**config.mk**
```make
export PLATFORM = sky130hd
export DESIGN_NAME = fetch_unit
export DESIGN_NICKNAME = d
export VERILOG_FILES = /design/src/rtl/fetch_pkg.sv /design/src/rtl/fetch_unit_next_pc_sel.sv /design/src/rtl/fetch_unit.sv
export SDC_FILE = /design/constraint.sdc
export NUM_CORES = 1
export LEC_CHECK = 0
export CORE_MARGIN = 3
export CORE_UTILIZATION = 40
export DETAILED_ROUTE_END_ITERATION = 8
export PLACE_DENSITY = 0.69
export SKIP_LAST_GASP = 1
export SLEW_MARGIN = 40
export SYNTH_ARGS = -nofsm -noshare
export SYNTH_HDL_FRONTEND = slang
export SYNTH_HIERARCHICAL = 1
export SYNTH_SLANG_ARGS = --single-unit
```
**constraint.sdc**
```tcl
create_clock -name Clk -period 4 [get_ports Clk]
set_clock_uncertainty 0.2 [all_clocks]
set_input_delay 0.4 -clock Clk [delete_from_list [all_inputs] [get_ports Clk]]
set_output_delay 0.4 -clock Clk [all_outputs]
set_load 0.05 [all_outputs]
```
**src/rtl/fetch_pkg.sv**
```systemverilog
// fetch_pkg: shared types and constants for the fetch front end.
//   fetch_state_t : run-state encoding (IDLE, ARMED, RUN, DONE)
//   NOP_INST      : instruction shown to decode while not running
//   pc_t          : program counter type at the default width
package fetch_pkg;
  localparam int PC_W = 10;
  localparam logic [8:0] NOP_INST = 9'h1FF;
  typedef enum logic [1:0] {IDLE, ARMED, RUN, DONE} fetch_state_t;
  typedef logic [PC_W-1:0] pc_t;
endpackage

```
**src/rtl/fetch_unit_next_pc_sel.sv**
```systemverilog
// next_pc_sel: next program counter mux, priority hold > absolute > taken relative > +1.
//   pc      : current program counter
//   adv     : PC may change this cycle (low holds the PC)
//   abs_en  : absolute jump to target
//   rel_en  : relative branch, taken when flag is set
//   flag    : branch condition
//   target  : absolute target or two's-complement offset
//   nxt     : next program counter
module next_pc_sel #(
  parameter int PC_W = 10
) (
  input  logic [PC_W-1:0] pc,
  input  logic            adv,
  input  logic            abs_en,
  input  logic            rel_en,
  input  logic            flag,
  input  logic [PC_W-1:0] target,
  output logic [PC_W-1:0] nxt
);
  // Offset and PC share a width, so the modulo-2^PC_W sum is the sign-extended add.
  always_comb nxt = !adv ? pc : abs_en ? target : (rel_en && flag) ? pc + target : pc + 1'b1;
endmodule

```
**src/rtl/fetch_unit.sv**
```systemverilog
// fetch_unit: PC, Start/Ack run-state machine, NOP injection, cycle counter and watchdog.
//   Clk, Reset  : clock and synchronous active-high reset
//   Start       : start/restart request from the testbench
//   InstIn      : ROM data for InstAddr
//   AckReq      : current instruction is a halt
//   BranchRelEn, BranchAbsEn, AluFlag, Target : branch controls from decode/ALU
//   InstAddr    : program counter to the ROM
//   ActiveInst  : instruction to decode (NOP unless running)
//   Running, Ack, Timeout, CycleCount : run status
module fetch_unit #(
  parameter int              PC_W    = 10,
  parameter int              IW      = 9,
  parameter logic [IW-1:0]   NOP     = fetch_pkg::NOP_INST,
  parameter int              CNT_W   = 16,
  parameter logic [CNT_W-1:0] MAX_CYC = 16'hFFFF
) (
  input  logic             Clk,
  input  logic             Reset,
  input  logic             Start,
  input  logic [IW-1:0]    InstIn,
  input  logic             AckReq,
  input  logic             BranchRelEn,
  input  logic             BranchAbsEn,
  input  logic             AluFlag,
  input  logic [PC_W-1:0]  Target,
  output logic [PC_W-1:0]  InstAddr,
  output logic [IW-1:0]    ActiveInst,
  output logic             Running,
  output logic             Ack,
  output logic             Timeout,
  output logic [CNT_W-1:0] CycleCount
);
  import fetch_pkg::*;
  localparam logic [CNT_W-1:0] WD_LIM = MAX_CYC - 1'b1;
  fetch_state_t state_q, state_d;
  logic [PC_W-1:0] pc_q, pc_d, pc_nxt;
  logic [CNT_W-1:0] cnt_q, cnt_d;
  logic to_q, to_d, run, adv, wd;
  // The PC moves on normal RUN cycles, and once when leaving DONE so the next program starts after the halt.
  next_pc_sel #(.PC_W(PC_W)) u_sel (
    .pc(pc_q), .adv(adv), .abs_en(BranchAbsEn && run), .rel_en(BranchRelEn && run),
    .flag(AluFlag), .target(Target), .nxt(pc_nxt)
  );
  always_comb begin
    run = state_q == RUN;
    wd = (MAX_CYC != '0) && (cnt_q == WD_LIM);
    adv = (run && !Start && !AckReq) || (state_q == DONE && Start);
    state_d = state_q;
    to_d = to_q;
    cnt_d = run ? cnt_q + (cnt_q != '1) : cnt_q;
    case (state_q)
      IDLE:  state_d = Start ? ARMED : IDLE;
      ARMED: state_d = Start ? ARMED : RUN;
      RUN: begin
        state_d = Start ? ARMED : (AckReq || wd) ? DONE : RUN;
        to_d = to_q || (!Start && !AckReq && wd);
      end
      DONE:  state_d = Start ? ARMED : DONE;
    endcase
    if (state_d == ARMED && state_q != ARMED) begin
      cnt_d = '0;
      to_d = 1'b0;
    end
    pc_d = Reset ? '0 : pc_nxt;
    if (Reset) begin
      state_d = IDLE;
      cnt_d = '0;
      to_d = 1'b0;
    end
  end
  always_ff @(posedge Clk) begin
    state_q <= state_d;
    pc_q <= pc_d;
    cnt_q <= cnt_d;
    to_q <= to_d;
  end
  // A restart request kills the in-flight instruction immediately.
  assign ActiveInst = (run && !Start) ? InstIn : NOP;
  assign InstAddr = pc_q;
  assign Running = run;
  assign Ack = state_q == DONE;
  assign Timeout = to_q;
  assign CycleCount = cnt_q;
endmodule
```
==> results.py, run 1 <==
metrics = {
    "critical_path": {
        "cp.required_ps": 3960,
        "crit_chain": "or2b_2, inv_1, and2_1, nand3b_1, ha_1, fa_1, a211oi_2, nor3_1, o31a_1, o211ai_2, o31ai_1, a311o_1, nor2b_1",
        "r2r-start": "state_q[1]",
        "worst-setup-path-type": "reg2reg",
        "crit_path_end_kind": "register",
        "timing.rr.end": "InstAddr[8]",
        "ff2ff_path_depth": 13,
        "r2r_slack_ps": 430,
        "slowest_delay_ps": 450,
        "crit_cells": 13,
        "crit_path_end": "InstAddr[8]",
        "startpoint_type": "register",
        "path_max_fanout": 13,
        "cp.arrival_ps": 3530,
        "slowest_stage": "fa_1",
        "worst-path-buf-inv": 1,
        "critical_path.startpoint": "state_q[1]",
        "cp_top_family": "compound AO/OA/AOI/OAI gates",
    },
    "cells_and_area": {
        "synthToLayoutAreaGrowth_pct": 37.04,
        "drive_gt1_share_pct": 7.566,
        "nets": 341,
        "antennaDiodeCount": 0,
        "fin_area_um2": 2726,
        "finalNonFillerCells": 371,
    },
    "power_and_ir_drop": {
        "ir_worst_vdd_v": 0.0001204,
        "leakagePower_uw": 0.001065,
        "total_power_uw": 636.0,
        "powerDensity_nw_per_um2": 233.3,
    },
    "detailed_routing": {
        "routed.top_layer": "met4",
        "wl_met1_um": 2358,
        "drcViolationCount": 0,
        "drtIter0Drc": 108,
        "dr.pass1.iters": 4,
        "routed-wl-met3_um": 352,
        "vias": 1953,
        "wl_met2_um": 2235,
        "vias_per_cell": 5.264,
        "post_drt_wl_per_cell_um": 13.48,
        "ant_nets": 0,
        "wl_um": 5002,
    },
    "clocking": {
        "clock-root-buffer": "clkbuf_8",
        "clockBufferDepth": 2,
        "cts_setup_buffers": 0,
        "cts_buffers": 5,
        "h-tree-depth": 2,
        "cts_tree": "done",
        "insertion_delay_ps": 290,
        "clkSlewWorstSetupHoldPaths_ps": 80,
        "cts-resized-gates": 0,
        "numClockSinks": 29,
        "postCtsHoldBufs": 0,
    },
    "logic_synthesis": {
        "yosysUniqueCellTypes": 48,
        "postSynthCellCount": 242,
        "synth-edff-count": 0,
        "synth_largest_area_cell": "dfxtp_1",
        "yosysSeqAreaShare_pct": 29.18,
        "ys_top_cells_by_area": "dfxtp_1 (29%), ha_1 (6.9%), a21oi_1 (5.0%)",
        "syn_area_um2": 1989,
        "synth_area_per_cell_um2": 8.221,
        "synth.ff_latch_count": 29,
        "yosys_warnings": 6,
        "synthesis.nets": 280,
        "async_reset_ff_share_pct": 0,
        "synth_ff_type": "dfxtp_1",
        "netlist.area_leader.share_pct": 29.18,
    },
    "timing": {
        "tightest_slew_ps": 571.7,
        "fin_crit_sh_pct": 89.23,
        "hold_viol_final": 0,
        "grt_setup_unrepaired": "no",
        "setup_violations": 0,
        "fmax_mhz": 280.2,
        "slew_violations": 0,
        "final.min_clock_period_ps": 3569,
        "hold_ws_ps": 284.1,
        "slew_headroom_pct": 61.77,
        "tns_ps": 0,
    },
    "placement": {
        "gp_congestion": 0.7626,
        "place_hpwl_um": 3699,
        "place_inst": 363,
        "placed_area_um2": 2635,
        "io_buffers": 63,
    },
    "grt": {
        "grt-ovfl-total": 0,
        "grt_max_degree": 24,
        "track_usage_pct": 17.56,
        "grt_antenna_before_repair": 0,
        "grt_first_pass_wirelength_um": 8549,
        "grt_pass1_vias": 1819,
    },
    "flow_run": {
        "maxCapViolations": 0,
    },
    "floorplan": {
        "dieArea_um2": 5856,
        "initial_core_util_pct": 41.84,
        "core_um2": 4755,
        "ios": 64,
        "die_y_um": 76.53,
        "num_rows": 25,
        "die_w_um": 76.53,
    },
    "worst_hold_path": {
        "hold_start": "Timeout",
        "hp-class": "reg2reg",
    },
    "outcome": {
        "status": "completed",
    },
}
==> through the flow <==
stage	util, %	worst slack (ps)
after floorplan	-	262.7
after global routing	57.34	194.8
after CTS	57.34	426.1
final	57.34	430.8
after detailed placement	55.42	462.2
after global placement	55.42	553.2
==> Yosys cell counts, types with 2 or more instances <==
| cell type | count |
|---|---|
| dfxtp_1 | 29 |
| nor2_1 | 24 |
| a21oi_1 | 20 |
| nand2_1 | 17 |
| or3_1 | 14 |
| nor2b_1 | 13 |
| ha_1 | 11 |
| xor2_1 | 9 |
| and3_1 | 8 |
| nand4_1 | 8 |
| inv_1 | 7 |
| o21ai_0 | 7 |
| clkbuf_1 | 6 |
| nand3_1 | 6 |
| nor3_1 | 6 |
| and4_1 | 5 |
| a21o_1 | 4 |
| a31oi_1 | 4 |
| xnor2_1 | 4 |
| and2_1 | 3 |
| buf_6 | 3 |
| mux2i_1 | 3 |
| a21oi_2 | 2 |
| and4b_2 | 2 |
| clkbuf_8 | 2 |
| o21bai_1 | 2 |
| o31ai_1 | 2 |
==> state kept, by name, summed over array words and instances (netlist names) <==
signal,flops
CycleCount,16
Timeout,1
state_q,2
InstAddr,10
==> power breakdown <==
| group | internal (uW) | total, uW | leakage [uW] | switching, uW |
|---|---|---|---|---|
| Combinational | 41.4 | 86.1 | 0.000794 | 44.6 |
| Clock | 122 | 253 | 0.0000364 | 131 |
| Sequential | 292 | 297 | 0.000234 | 4.77 |
| Total | 456 | 636 | 0.00106 | 180 |
==> cells by family (layout without fill, tap and decap cells) <==
logic type | count (synthesis) | count (layout) | share of synthesized area (%)
simple gates | 114 | 114 | 32.52
compound gates | 51 | 51 | 16.67
flops | 29 | 29 | 29.18
buf+inv | 19 | 81 | 5.912
xor+xnor | 13 | 13 | 5.723
fa+ha+maj | 12 | 12 | 7.924
mux | 4 | 4 | 2.075
==> worst min-delay path: stages (launching register included) <==
cell and delay (ps):
dfxtp_1 330, a21oi_1 40, nor2_1 70
==> layout by cell type (no fill, tap or decap), types with 2 or more instances in the layout <==
master,synthesis,layout
clkdlybuf4s50_1,0,63
dfxtp_1,29,29
or3_1,14,14
nand4_1,8,8
nor2b_1,13,13
nand2_1,17,17
xor2_1,9,9
ha_1,11,11
inv_1,7,7
o21ai_0,7,7
xnor2_1,4,4
mux2i_1,3,3
a21o_1,4,4
and2_1,3,3
a21oi_2,2,2
and4b_2,2,2
and4_1,5,5
o31ai_1,2,2
buf_4,1,3
o21bai_1,2,2
and3_1,8,8
a21oi_1,20,20
nor2_1,24,24
nand3_1,6,6
a31oi_1,4,4
clkinvlp_4,0,3
nor3_1,6,6
clkbuf_8,2,5
==> worst min path at each step <==
stage | endpoint | slack [ps] | depth (start not counted)
floorplan | InstAddr[2] | 270 | 1
global placement | Timeout | 270 | 2
detailed placement | Timeout | 260 | 2
CTS | Timeout | 290 | 2
global route | Timeout | 320 | 2
finish | Timeout | 280 | 2
==> cell type report <==
class	count	area, um2
Inverter	7	26.28
Fill cell	478	2028
Sequential cell	29	580.6
Timing Repair Buffer	66	653.1
Multi-Input combinational cell	194	1291
Clock buffer	5	68.82
Tap cell	67	83.83
Clock inverter	3	22.52
==> metal layers <==
metal	up-vias	global-route usage, %
met1	891	23.24
li1	992	-
met3	4	5.910
met2	66	26.80
met4	0	5.616
met5	-	0
Power figures use the tool's default switching activity.
==> run 2, diff against run 1 <==
--- a/config.mk
+++ b/config.mk
@@ -5,11 +5,11 @@
 export SDC_FILE = /design/constraint.sdc
 export NUM_CORES = 1
 export LEC_CHECK = 0
+export ABC_AREA = 1
 export CORE_MARGIN = 3
 export CORE_UTILIZATION = 40
 export DETAILED_ROUTE_END_ITERATION = 8
-export PLACE_DENSITY = 0.69
-export SKIP_LAST_GASP = 1
+export PLACE_DENSITY = 0.68
 export SLEW_MARGIN = 40
 export SYNTH_ARGS = -nofsm -noshare
 export SYNTH_HDL_FRONTEND = slang
==> run 2 against run 1 <==
Compared with the run above:
- global-route usage grew 1.8 points
- die area is 7.2% higher
- synthesized cell count up 43%
- cell area is 7.6% higher
==> results.py, run 2 <==
metrics = {
    "critical_path": {
        "startpoint_type": "register",
        "timing.rr.end": "InstAddr[6]",
        "path_max_fanout": 9,
        "r2r-start": "state_q[1]",
        "crit_path_end_kind": "register",
        "ff2ff_path_depth": 18,
        "worst-setup-path-type": "reg2reg",
        "critical_path.startpoint": "state_q[1]",
        "crit_path_end": "InstAddr[6]",
        "r2r_slack_ps": 870,
        "cp.arrival_ps": 3080,
        "cp.required_ps": 3950,
    },
    "power_and_ir_drop": {
        "powerDensity_nw_per_um2": 210.7,
        "leakagePower_uw": 0.001346,
        "total_power_uw": 618.0,
        "ir_worst_vdd_v": 0.0001215,
    },
    "logic_synthesis": {
        "synth_ff_type": "dfxtp_1",
        "synth.ff_latch_count": 29,
        "synth_largest_area_cell": "dfxtp_1",
        "syn_area_um2": 2146,
        "yosys_warnings": 6,
        "postSynthCellCount": 345,
        "async_reset_ff_share_pct": 0,
        "synthesis.nets": 383,
        "ys_top_cells_by_area": "dfxtp_1 (27%), nand2_1 (14%), inv_1 (10%)",
        "synthMostInstantiatedCell": "nand2_1",
        "synth-edff-count": 0,
        "synth_area_per_cell_um2": 6.220,
        "netlist_top_cells_count": "nand2_1 (82), inv_1 (57), nor2_1 (55), dfxtp_1 (29), a21oi_1 (23)",
        "netlist.area_leader.share_pct": 27.06,
        "yosysSeqAreaShare_pct": 27.06,
        "yosysUniqueCellTypes": 32,
    },
    "floorplan": {
        "ios": 64,
        "initial_core_util_pct": 41.75,
        "die_y_um": 79.24,
        "num_rows": 26,
        "core_um2": 5140,
        "die_w_um": 79.24,
        "dieArea_um2": 6279,
    },
    "clocking": {
        "clockBufferDepth": 2,
        "clkSlewWorstSetupHoldPaths_ps": 60,
        "h-tree-depth": 2,
        "cts_tree": "done",
        "clock-root-buffer": "clkbuf_8",
        "cts_buffers": 5,
        "cts-resized-gates": 0,
        "postCtsHoldBufs": 0,
        "insertion_delay_ps": 280,
        "cts_setup_buffers": 0,
        "numClockSinks": 29,
    },
    "grt": {
        "grt_first_pass_wirelength_um": 9701,
        "met3_usage_pct": 4.989,
        "gr-usage-met2_pct": 33.67,
        "grt_antenna_before_repair": 0,
        "track_usage_pct": 19.32,
        "grt.met1_usage_pct": 23.24,
        "grt_max_degree": 16,
        "grt-busiest-layer": "met2",
        "grt-ovfl-total": 0,
        "grt_pass1_vias": 2213,
    },
    "cells_and_area": {
        "largest_reg_flops": 16,
        "finalNonFillerCells": 483,
        "antennaDiodeCount": 0,
        "synthToLayoutAreaGrowth_pct": 36.68,
        "final_common_cell": "nand2_1",
        "layout_common_cells": "nand2_1 (82), clkdlybuf4s50_1 (63), inv_1 (57)",
        "final_util_pct": 57.06,
        "nets": 451,
        "drive_gt1_share_pct": 8.959,
        "fill_cells": 537,
    },
    "placement": {
        "io_buffers": 63,
        "place_inst": 476,
        "place_hpwl_um": 4326,
        "gp_congestion": 0.8950,
    },
    "detailed_routing": {
        "drtIter0Drc": 140,
        "wl_um": 5558,
        "ant_nets": 0,
        "vias_per_cell": 4.727,
        "post_drt_wl_per_cell_um": 11.51,
        "dr.pass1.iters": 4,
        "drcViolationCount": 0,
        "vias": 2283,
    },
    "timing": {
        "fin_crit_sh_pct": 78.28,
        "tns_ps": 0,
        "slew_violations": 0,
        "fmax_mhz": 319.4,
        "tightest_slew_ps": 685.4,
        "hold_ws_ps": 295.3,
        "setup_violations": 0,
        "hold_viol_final": 0,
        "grt_setup_unrepaired": "no",
        "final.min_clock_period_ps": 3131,
        "slew_headroom_pct": 53.83,
    },
    "worst_hold_path": {
        "hold-path-cell-count": 2,
        "hp-class": "reg2reg",
    },
    "flow_run": {
        "maxCapViolations": 0,
    },
    "outcome": {
        "status": "completed",
    },
}
-- run 2: how the worst min path moves through the flow --
| stage | endpoint | startpoint |
|---|---|---|
| global placement | Timeout | Timeout |
| global route | CycleCount[3] | CycleCount[3] |
| detailed placement | Timeout | Timeout |
| CTS | Timeout | Timeout |
| finish | Timeout | Timeout |
| floorplan | state_q[1] | state_q[1] |
-- run 2: final cells by class --
cell class | count | area (um2) | area share (%)
Clock buffer | 7 | 86.33 | 2.944
Inverter | 61 | 229.0 | 7.807
Multi-Input combinational cell | 251 | 1304 | 44.45
Sequential cell | 29 | 580.6 | 19.80
Tap cell | 70 | 87.58 | 2.986
Timing Repair Buffer | 65 | 645.6 | 22.01
-- run 2: cells by family (layout without fill, tap and decap cells) --
| group | Yosys count | in the layout | share of synthesized area (%) |
|---|---|---|---|
| buffers and inverters | 65 | 133 | 12.19 |
| xor gates and xnor gates | 4 | 4 | 1.633 |
| adders and majority gates | 12 | 12 | 7.347 |
| and+or+nand+nor | 195 | 195 | 41.98 |
| AOI/OAI and AO/OA | 40 | 40 | 9.796 |
| DFF | 29 | 29 | 27.06 |
-- run 2: metrics by stage --
stage | setup WS [ps] | cell area, um2
2_1_floorplan | 1014 | 2146
3_3_place_gp | 763.5 | 2846
3_5_place_dp | 690.0 | 2846
4_1_cts | 842.6 | 2933
5_1_grt | 449.4 | 2933
6_report | 868.7 | 2933
-- run 2: critical path, cell delays in order (launching register included) --
cell and delay, ps:
dfxtp_1 380, inv_2 80, nor2_4 180, inv_2 90
nor2_1 170, nand2_1 250, or2_2 350, ha_1 220
fa_1 400, nand3_1 100, nand2_1 110, nand3_1 110
nand2_1 60, nand2_1 70, nand3_1 60, nand2_1 60
nand2_1 40, inv_1 40, nor2_1 30
-- run 2: power breakdown --
group          total [uW]  switching, uW  internal [uW]
Sequential            294           2.67            291
Combinational        76.1           39.5           36.5
Clock                 248            112            136
Total                 618            154            464
-- run 2: per-layer routing --
layer  up-vias  part of all wire [%]
met3         2                   4.8
met5         -                     0
li1       1218                     -
met2        53                    50
met1      1010                    45
met4         0                  0.27
